===== src/rtl/pipe_hazard_ctrl_pkg.sv =====
// Shared types for the pipeline hazard controller:
// FSM state encoding, XZR index and scoreboard entry layout.
package pipe_hazard_ctrl_pkg;

  typedef enum logic [1:0] {
    ST_RUN    = 2'd0,
    ST_STALL  = 2'd1,
    ST_DRAIN  = 2'd2,
    ST_HALTED = 2'd3
  } state_t;

  localparam logic [4:0] XZR = 5'd31;

  typedef struct packed {
    logic       valid;
    logic [4:0] rd;
  } sb_entry_t;

  localparam int SB_W = $bits(sb_entry_t);

  function automatic logic sb_hit(
    input sb_entry_t  e,
    input logic [4:0] r
  );
    return e.valid && (e.rd == r);
  endfunction

endpackage


===== src/rtl/pipe_hazard_ctrl_scoreboard.sv =====
// 3-entry shift scoreboard (EX/MEM/WB destinations) and RAW match.
// Ports: CLK/resetl, flush, issue, ID operand fields -> hazard, empty.
module pipe_hazard_ctrl_scoreboard
  import pipe_hazard_ctrl_pkg::*;
#(
  parameter bit WB_BYPASS = 1'b1
) (
  input  logic       CLK,
  input  logic       resetl,
  input  logic       flush,
  input  logic       issue,
  input  logic       id_valid,
  input  logic [4:0] id_rs_a,
  input  logic       id_rs_a_used,
  input  logic [4:0] id_rs_b,
  input  logic       id_rs_b_used,
  input  logic [4:0] id_rd,
  input  logic       id_regwrite,
  output logic       hazard,
  output logic       empty
);

  sb_entry_t sb_ex, sb_mem, sb_wb;
  sb_entry_t new_ent;
  logic      match_a, match_b;

  always_comb begin
    new_ent       = '0;
    new_ent.valid = id_regwrite && (id_rd != XZR);
    new_ent.rd    = id_rd;
  end

  // WB hit only matters when the regfile lacks write-before-read
  always_comb begin
    match_a = sb_hit(sb_ex, id_rs_a)
            | sb_hit(sb_mem, id_rs_a)
            | (!WB_BYPASS && sb_hit(sb_wb, id_rs_a));
    match_b = sb_hit(sb_ex, id_rs_b)
            | sb_hit(sb_mem, id_rs_b)
            | (!WB_BYPASS && sb_hit(sb_wb, id_rs_b));
  end

  assign hazard = id_valid &&
    ((id_rs_a_used && (id_rs_a != XZR) && match_a) ||
     (id_rs_b_used && (id_rs_b != XZR) && match_b));

  assign empty = !(sb_ex.valid || sb_mem.valid || sb_wb.valid);

  // A flush squashes both the ID issue and the EX instruction
  always_ff @(posedge CLK) begin
    if (!resetl) begin
      sb_ex  <= '0;
      sb_mem <= '0;
      sb_wb  <= '0;
    end else begin
      sb_wb  <= sb_mem;
      sb_mem <= flush ? '0 : sb_ex;
      sb_ex  <= (issue && !flush) ? new_ent : '0;
    end
  end

endmodule


===== src/rtl/pipe_hazard_ctrl.sv =====
// Hazard/sequencing controller: RAW stall, branch flush, drain/halt.
// Ports: ID operands, mem_branch_taken, halt_req -> PC/IFID/IDEX ctrl.
module pipe_hazard_ctrl
  import pipe_hazard_ctrl_pkg::*;
#(
  parameter bit WB_BYPASS = 1'b1,
  parameter int CNT_W     = 32
) (
  input  logic             CLK,
  input  logic             resetl,
  input  logic             id_valid,
  input  logic [4:0]       id_rs_a,
  input  logic             id_rs_a_used,
  input  logic [4:0]       id_rs_b,
  input  logic             id_rs_b_used,
  input  logic [4:0]       id_rd,
  input  logic             id_regwrite,
  input  logic             mem_branch_taken,
  input  logic             halt_req,
  output logic             pc_write,
  output logic             pc_sel_branch,
  output logic             ifid_write,
  output logic             ifid_flush,
  output logic             idex_bubble,
  output logic             exmem_flush,
  output logic             halted,
  output logic [CNT_W-1:0] stall_cnt,
  output logic [CNT_W-1:0] flush_cnt
);

  localparam logic [CNT_W-1:0] ONE = {{(CNT_W-1){1'b0}}, 1'b1};

  state_t state, next_state;
  logic   hazard, sb_empty;
  logic   run_like, flush, eff_haz, issue;

  assign run_like = (state == ST_RUN) || (state == ST_STALL);
  assign flush    = mem_branch_taken && (state != ST_HALTED);
  // ID hazard is irrelevant in a flush cycle: ID is squashed
  assign eff_haz  = hazard && !flush;
  assign issue    = id_valid && !hazard && run_like
                 && !mem_branch_taken;

  pipe_hazard_ctrl_scoreboard #(
    .WB_BYPASS(WB_BYPASS)
  ) u_sb (
    .CLK         (CLK),
    .resetl      (resetl),
    .flush       (flush),
    .issue       (issue),
    .id_valid    (id_valid),
    .id_rs_a     (id_rs_a),
    .id_rs_a_used(id_rs_a_used),
    .id_rs_b     (id_rs_b),
    .id_rs_b_used(id_rs_b_used),
    .id_rd       (id_rd),
    .id_regwrite (id_regwrite),
    .hazard      (hazard),
    .empty       (sb_empty)
  );

  always_ff @(posedge CLK) begin
    if (!resetl) begin
      state  <= ST_RUN;
      halted <= 1'b0;
    end else begin
      state  <= next_state;
      halted <= (next_state == ST_HALTED);
    end
  end

  always_comb begin
    next_state = state;
    unique case (state)
      ST_RUN, ST_STALL: begin
        if (halt_req)     next_state = ST_DRAIN;
        else if (eff_haz) next_state = ST_STALL;
        else              next_state = ST_RUN;
      end
      ST_DRAIN: begin
        if (!halt_req)
          next_state = ST_RUN;
        else if (sb_empty && !mem_branch_taken)
          next_state = ST_HALTED;
      end
      ST_HALTED: begin
        if (!halt_req) next_state = ST_RUN;
      end
      default: next_state = ST_RUN;
    endcase
  end

  always_comb begin
    pc_write      = 1'b0;
    pc_sel_branch = 1'b0;
    ifid_write    = 1'b0;
    ifid_flush    = 1'b0;
    idex_bubble   = 1'b0;
    exmem_flush   = 1'b0;
    if (flush) begin
      pc_write      = 1'b1;
      pc_sel_branch = 1'b1;
      ifid_write    = 1'b1;
      ifid_flush    = 1'b1;
      idex_bubble   = 1'b1;
      exmem_flush   = 1'b1;
    end else if (run_like && !hazard) begin
      pc_write   = 1'b1;
      ifid_write = 1'b1;
    end else begin
      idex_bubble = 1'b1;
    end
  end

  always_ff @(posedge CLK) begin
    if (!resetl) begin
      stall_cnt <= '0;
      flush_cnt <= '0;
    end else begin
      if (eff_haz && run_like && (stall_cnt != '1))
        stall_cnt <= stall_cnt + ONE;
      if (flush && (flush_cnt != '1))
        flush_cnt <= flush_cnt + ONE;
    end
  end

endmodule


===== config.mk =====
export PLATFORM = sky130hd
export DESIGN_NAME = pipe_hazard_ctrl
export DESIGN_NICKNAME = d
export VERILOG_FILES = /design/src/rtl/pipe_hazard_ctrl_pkg.sv /design/src/rtl/pipe_hazard_ctrl_scoreboard.sv /design/src/rtl/pipe_hazard_ctrl.sv
export SDC_FILE = /design/constraint.sdc
export NUM_CORES = 1
export LEC_CHECK = 0
export ABC_AREA = 1
export CAP_MARGIN = 40
export CELL_PAD_IN_SITES_DETAIL_PLACEMENT = 0
export CELL_PAD_IN_SITES_GLOBAL_PLACEMENT = 1
export CORE_MARGIN = 2
export CORE_UTILIZATION = 27
export DETAILED_ROUTE_END_ITERATION = 16
export DONT_BUFFER_PORTS = 1
export PLACE_DENSITY = 0.62
export RECOVER_POWER = 50
export SLEW_MARGIN = 5
export SYNTH_ARGS = -nofsm -noshare
export SYNTH_HDL_FRONTEND = slang
export SYNTH_SLANG_ARGS = --single-unit

===== constraint.sdc =====
create_clock -name CLK -period 3.6 [get_ports CLK]
set_clock_uncertainty 0.15 [all_clocks]
set_input_delay 0.72 -clock CLK [delete_from_list [all_inputs] [get_ports CLK]]
set_output_delay 0.72 -clock CLK [all_outputs]
set_load 0.01 [all_outputs]

### Yosys cells after proc, flatten, opt, wreduce, memory -nomap -nowiden

Index checks and enable logic that the tools add are counted.

| storage, ports and cells | value |
|---|---|
| bits in registers | 80 |
| output and inout port bits | 71 |

| operators by class | value |
|---|---|
| add/sub/neg operators | 2 |
| eq/ne operators | 14 |
| muxes and demuxes | 11 |
| bitwise logic cells | 3 |
| reduce and logical (&&, ||, !) cells | 33 |

Operators by type and width:

| kind | number |
|---|---|
| $add 32x1->32 const B | 2 |
| $ne 32x32->1 const B | 2 |
| $logic_and 1x1->1 | 21 |
| $eq 5x5->1 | 4 |
| $ne 5x5->1 const B | 3 |
| $mux 2 | 4 |
| $eq 2x2->1 const B | 3 |
| $mux 1 | 6 |
| $pmux 2 s3 | 1 |
| $logic_not 1->1 | 4 |
| $logic_or 1x1->1 | 4 |
| $reduce_or 2->1 | 2 |
| $eq 2x1->1 const B | 1 |
| $logic_not 2->1 | 1 |
| $ne 2x2->1 const B | 1 |
| $or 1x1->1 | 2 |
| $reduce_and 2->1 | 1 |
| $not 1->1 | 1 |

### Depth between registers and ports, before layout

Gate-level depths: netlist of the first run.

| logic depth | value |
|---|---|
| depth in word-level cells | 12 |
| mapped depth | 13 |

### Modules after synthesis

Synthesis of the first run repeated with hierarchy kept, for this count alone.

| unflattened totals | value |
|---|---|
| cells, all modules | 830 |
| area total of the unflattened synthesis | 4895.9 µm² |

Modules (own cells, without submodules):

| module | times used | cells each | area an instance (µm²) | sequential area each (µm²) |
|---|---|---|---|---|
| pipe_hazard_ctrl | 1 | 688 | 4117.7 | 1341.3 |
| pipe_hazard_ctrl_scoreboard | 1 | 142 | 778.2 | 260.2 |

### Worst setup path after synthesis of the first run

Ideal clock, no wire load.

| timing | value |
|---|---|
| kind | input to output |
| from | input id_rs_b[0] |
| to | output pc_write |
| data arrival time | 1821 ps |
| slack | 909 ps |
| cell stages on the path | 13 |
| cells stage by stage | inv_1 -> nand2_1 -> nand2_1 -> nor2_1 -> nand3_1 -> nand2_1 -> nand2_1 -> nand2_2 -> buf_2 -> nand2_1 -> nand2_1 -> nand2_1 -> buf_4 |

| between the ends | value |
|---|---|
| cells in the longest elaborated chain, start to end | 10 |

RTL lines:

| element | line | RTL |
|---|---|---|
| start, declared | pipe_hazard_ctrl.sv:14 | `input logic [4:0] id_rs_b,` |
| $eq 5x5->1 | pipe_hazard_ctrl_pkg.sv:25 | `return e.valid && (e.rd == r);` |
| $logic_and 1x1->1 | pipe_hazard_ctrl_pkg.sv:25 |  |
| $or 1x1->1 | pipe_hazard_ctrl_scoreboard.sv:39 | `\| sb_hit(sb_mem, id_rs_b)` |
| $logic_and 1x1->1 (*) | pipe_hazard_ctrl_scoreboard.sv:45 | `(id_rs_b_used && (id_rs_b != XZR) && match_b));` |
| $logic_or 1x1->1 (*) | pipe_hazard_ctrl_scoreboard.sv:44 | `((id_rs_a_used && (id_rs_a != XZR) && match_a) \|\|` |
| $logic_and 1x1->1 (*) | pipe_hazard_ctrl_scoreboard.sv:43 | `assign hazard = id_valid &&` |
| $logic_not 1->1 (*) | pipe_hazard_ctrl.sv:107 | `end else if (run_like && !hazard) begin` |
| $logic_and 1x1->1 (*) | pipe_hazard_ctrl.sv:107 |  |
| $mux 1 (*) (2 in a row) | n/a |  |
| end, declared | pipe_hazard_ctrl.sv:20 | `output logic pc_write,` |

Every way passes the cells marked *; elsewhere a longest branch is shown, timed or not.

### Worst setup path in the final report of the first run

| timing | value |
|---|---|
| from | register state[1] |
| to | output ifid_write |

| between the ends | value |
|---|---|
| cells in the longest elaborated chain, start to end | 5 |

RTL lines:

| element | line | RTL |
|---|---|---|
| start, declared | pipe_hazard_ctrl.sv:33 | `state_t state, next_state;` |
| start signal, assigned | pipe_hazard_ctrl.sv:67 | `state <= next_state;` |
| $eq 2x1->1 / $logic_not 2->1 (equally long branches) | pipe_hazard_ctrl.sv:37 | `assign run_like = (state == ST_RUN) \|\| (state == ST_STALL);` |
| $logic_or 1x1->1 | pipe_hazard_ctrl.sv:37 |  |
| $logic_and 1x1->1 | pipe_hazard_ctrl.sv:107 |  |
| $mux 1 | pipe_hazard_ctrl.sv:107 |  |
| $mux 1 (*) | pipe_hazard_ctrl.sv:100 | `if (flush) begin` |
| end, declared | pipe_hazard_ctrl.sv:22 | `output logic ifid_write,` |

Marked as above.

==> run metrics, run 1 <==
Routed WL between 15000 and 20000 µm; ANT cells 0; GRT Util Overall between 10% and 20%; Setup TNS Final 0 ns; DR vias 4868; Leak approximately 2.1 nW; final hold vios 0; Data required, critical path around 2.7 ns; cell area after synthesis around 5000 µm²; Tightest Hold Check Type input pin to register; register area share after synthesis 31.73%; CP startpoint kind register; Synth top area share 31.73%; synthesized area per cell a little over 6 µm²; Via-to-Cell Ratio roughly 4.6; CTS tree yes; Hold Buf Count CTS 0; Yosys cell types 29; via count of the first global-routing pass 4595; first-pass GRT wire length between 20000 and 25000 µm; Final nets roughly 850; CP Data Arrival Time around 1.8 ns; die span in x ~140 µm; area grow syn2layout 9.717%; CP peak stage delay ~0.44 ns; num rows 50; die height 140.7 µm; hpwl dp ~11000 µm; slowest stage cell, crit path clkbuf_1; Clock Path Buffers 2; DRC Markers 0; fin. max-slew vios 0; pre-CTS setup slack roughly 0.95 ns; Yosys reg bits 80; GRT overflow 0; Crit Path Max Fanout 5; Syn Inst Count just over 800; Worst-Skew Late Latency ~0.35 ns; post_cts resized 0; WL per Instance about 14 µm; filler cell count in the final layout 2091; min-delay src halt_req; gp weighted congestion 0.7921; antenna viol nets, final 0; Crit Path Class register to output pin; DR pass1 iterations 4; commonest non-fill, non-tap cell in the layout nand2_1; ranking of synthesized cells by area dfxtp_1, nand2_1, nor2_1; Final Util ~30%; final worst path period share 72.73%; largest net degree at the start of global routing 45; cell taking the most area after synthesis dfxtp_1; Max Freq ~0.38 GHz; Sink Count 80; Finished Cell Area between 5000 and 6000 µm²; RSZ-0062 raised after global routing no; initial antenna violation count 0; max_cap viols 0; Syn. warnings 0; Initial Utilization 27.26%; core area about 19000 µm²; VDD IR max just over 0.2 mV; I/O Buffers 0; actual slew at the worst max-slew pin around 1.4 ns; H-tree depth 3; clock-pin slew on the worst setup and hold paths about 0.07 ns; minimum clock period 2.618 ns; slew margin rel. roughly 8.3%; Synth Net Count approximately 860; CP cell instances a21oi_1, clkbuf_1, inv_1, nand2_1; outcome finished, final reports clean; P per Cell Area roughly 350 nW/µm²; Worst Slack Setup Final ~0.98 ns; r2r startpoint stall_cnt[10]; crit path launch state[1]; Post-CTS Setup Bufs 0; post-placement cell area between 5000 and 6000 µm²; Die Area 19800 µm²; DRT iter0 DRCs 194; CTS root buffer clkbuf_16; I/O pin total 94; Num CTS Buffers 9; CP endpoint kind output pin; commonest non-fill, non-tap cells in the layout nand2_1, nor2_1, inv_1; Finish-stage setup viols 0; layout cells sized above 1 6.901%
per-stage QoR:
| stage | power (mW) | hold slack (ns) | std cells |
|---|---|---|---|
| after global routing | 2.013 | 0.3048 | 1060 |
| after detailed placement | 1.002 | 0.3303 | 1044 |
| after global placement | 1.002 | 0.3313 | 1044 |
| final | 1.924 | 0.3155 | 1060 |
| after floorplan | 0.9840 | 0.2839 | 830 |
| after CTS | 1.967 | 0.2989 | 1060 |
state kept, by name, summed over array words and instances, names as in the netlist:
register / cells
flush_cnt: 32
state: 2
stall_cnt: 32
u_sb.sb_wb: 1
halted: 1
u_sb.sb_ex: 6
u_sb.sb_mem: 6
layout make-up:
type	count	area, µm²	area share, %
Timing Repair Buffer	9	60.06	1.085
Multi-Input combinational cell	626	2929	52.89
Clock inverter	6	68.82	1.243
Tap cell	234	292.8	5.287
Clock buffer	10	229.0	4.135
Inverter	95	356.6	6.439
Sequential cell	80	1602	28.92
per-layer routing:
metal	GRT usage, %	vias up	share of wire [%]
met5	0	-	0
met4	3.789	0	0.84
met3	4.076	7	6.0
met2	26.01	89	46
met1	20.09	2188	47
li1	-	2584	-
path summary, 6_finish.rpt:
check	endpoint	slack (ns)	cells past startpoint
worst min-delay path	state[1]	0.32	2
worst max-delay path	ifid_write	0.98	4
worst max register to register	stall_cnt[22]	1.11	13
worst min register to register	u_sb.sb_wb[5]	0.33	2
worst max-delay path, delay by kind of cell, from the launching register on:
family	cells	cell delay, ns
simple gates	1	0.24
flops	1	0.37
buf+inv	2	0.64
compound gates	1	0.16
power breakdown:
| part | internal [mW] | switching (mW) | leakage [nW] |
|---|---|---|---|
| Sequential | 0.890 | 0.00724 | 0.645 |
| Combinational | 0.0218 | 0.0599 | 1.28 |
| Clock | 0.542 | 0.403 | 0.143 |
Yosys cell counts:
| master | n |
|---|---|
| nand3b_1 | 5 |
| inv_1 | 93 |
| nor2_1 | 129 |
| nor2_4 | 2 |
| nand2_2 | 13 |
| nand3_2 | 2 |
| buf_4 | 4 |
| o21ai_0 | 10 |
| xor2_1 | 21 |
| nor2_2 | 6 |
| a211oi_1 | 1 |
| dfxtp_1 | 80 |
| buf_6 | 5 |
| xnor2_1 | 8 |
| nor3b_2 | 1 |
| o21a_1 | 2 |
| nand2_1 | 272 |
| a21oi_1 | 35 |
| nor3_1 | 24 |
| clkbuf_1 | 13 |
| buf_2 | 7 |
| o31ai_1 | 1 |
| nand3_1 | 43 |
| nor3b_1 | 3 |
| inv_2 | 1 |
| ha_1 | 2 |
| a21oi_2 | 9 |
| nand4_1 | 37 |
| clkinv_1 | 1 |
kinds of logic after synthesis:
kind of cell / Yosys count / synth area share, %
simple gates: 537 / 45.69
buf+inv: 124 / 10.44
flops: 80 / 31.73
compound gates: 58 / 6.619
xor+xnor: 29 / 5.032
fa+ha+maj: 2 / 0.4957
No activity file was read; power rests on OpenSTA's default activity.
==> run 2: changes to the inputs <==
- clock period: 3.6 -> 2.6 ns (I/O delays scaled with it)
==> run metrics, run 2 (synthesized netlist as in run 1, its figures left out) <==
final hold vios 0; via count of the first global-routing pass approximately 4600; Clock Path Buffers 2; R2R depth 10; DR pass1 iterations 4; num rows 50; GRT Util Overall 15.76%; post-placement cell area between 5000 and 6000 µm²; final worst path period share between 80% and 90%; RSZ-0062 raised after global routing no; crit path launch u_sb.sb_mem[1]; Num CTS Buffers 9; Post-CTS Setup Bufs 0; actual slew at the worst max-slew pin around 0.51 ns; slowest stage cell, crit path dfxtp_1; Setup TNS Final 0 ns; outcome finished, final reports clean; Crit path buffers/inverters 1; Crit Path Class register to output pin; worst hold margin ~0.11 ns; Reg area about 1600 µm²; Tightest Hold Check Type input pin to register; CP endpoint kind output pin; antenna viol nets, final 0; CP Data Arrival Time between 1.5 and 2 ns; layout cells sized above 1 roughly 7.3%; DRT iter0 DRCs 235; r2r startpoint flush_cnt[0]; I/O Buffers 0; Leak around 2.2 nW; fin. max-slew vios 0; clock-pin slew on the worst setup and hold paths 0.07 ns; CTS tree yes; Final nets 883; most frequent CP cell nand2_1; DRC Markers 0; Levels on crit path 11; CTS root buffer clkbuf_16; GRT overflow 0; gp weighted congestion ~0.8; Finished Cell Area 5764 µm²; max_cap viols 0; I/O pin total 94; Largest regs flush_cnt: 32 flops, stall_cnt: 32 flops; commonest non-fill, non-tap cells in the layout nand2_1, nor2_1, inv_1; core area 18520 µm²; CP Capture Point ifid_write; largest net degree at the start of global routing 45; initial antenna violation count 0; die height 140.7 µm; CP startpoint kind register; hpwl dp 11600 µm; Sink Count 80; placed insts between 1000 and 1500; Worst-Skew Late Latency ~0.35 ns; CP top delay family simple AND/OR/NAND/NOR gates; CP peak stage delay around 0.33 ns; filler cell count in the final layout ~2100; Initial Utilization between 20% and 30%; Die Area 19800 µm²; commonest non-fill, non-tap cell in the layout nand2_1; die span in x roughly 140 µm; WL per Instance 14.19 µm; Hold Buf Count CTS 0; minimum clock period ~2.3 ns; post_cts resized 0; Via-to-Cell Ratio ~4.5; P per Cell Area 466.4 nW/µm²; DR vias just under 5000; multi-input logic area ~2900 µm²; CP cell instances inv_1, nand2_1, nand2_1, nor2_1, nand3_1, nand2_1, nand2_1, nand2_2, nand2_1, nand2_1, nand2_1; Non-Filler Instances around 1100; H-tree depth 3; area grow syn2layout 14.20%; worst r2r dst flush_cnt[28]; Crit Path Max Fanout 3; slew margin rel. between 60% and 70%; FF-to-FF setup slack 0.35 ns; Data required, critical path 1.93 ns; VDD IR max approximately 0.30 mV; ANT cells 0; Max Freq between 0.4 and 0.5 GHz; Finish-stage setup viols 0; Routed WL 15570 µm; first-pass GRT wire length between 20000 and 25000 µm
[run 2: cell count changes in the layout (fill, tap and decap cells not counted)]
cell,delta
inv_2,+1
clkinv_4,+1
inv_1,-1
clkbuf_8,+1
buf_12,+5
clkbuf_1,+32
buf_4,-1
inv_6,-1
[run 2: report_power, final]
part | internal (mW) | leakage (nW) | switching, mW
clock network | 0.774 | 0.149 | 0.550
logic | 0.0383 | 1.36 | 0.0845
registers | 1.23 | 0.645 | 0.00960
[run 2: how the worst min path moves through the flow]
stage / start / end / slack, ns / depth (start not counted)
after floorplan: u_sb.sb_mem[5] / u_sb.sb_wb[5] / 0.28 / 2
after global placement: u_sb.sb_ex[0] / u_sb.sb_mem[0] / 0.33 / 2
after detailed placement: u_sb.sb_mem[5] / u_sb.sb_wb[5] / 0.33 / 2
after CTS: halt_req / state[1] / 0.1 / 2
after global routing: halt_req / state[1] / 0.11 / 2
final: halt_req / state[1] / 0.11 / 2
[run 2: per-stage QoR]
step,setup WS [ns],power (mW),utilization [%]
final,0.2851,2.689,31.13
after global routing,0.008688,2.819,31.13
after CTS,0.2486,2.745,31.84
after detailed placement,0.3530,1.395,30.18
after global placement,0.4069,1.396,30.18
after floorplan,0.3089,1.362,-
[run 2: cell type report]
type | instances | share of cell area [%]
multi-input cells | 626 | 50.81
repair buffers | 46 | 4.797
clock inverters | 6 | 1.194
inverters | 95 | 6.186
clock buffers | 10 | 4.146
well taps | 234 | 5.079
flip-flops and latches | 80 | 27.78
[run 2: routing by layer]
layer | wire, µm | global-route usage [%] | part of all wire [%] | vias to the layer above
li1 | - | - | - | 2667
met1 | 7415 | 20.74 | 48 | 2162
met2 | 7212 | 25.67 | 46 | 90
met3 | 790 | 4.076 | 5.1 | 11
met4 | 148 | 4.211 | 0.95 | 0
met5 | 0 | 0 | 0 | -
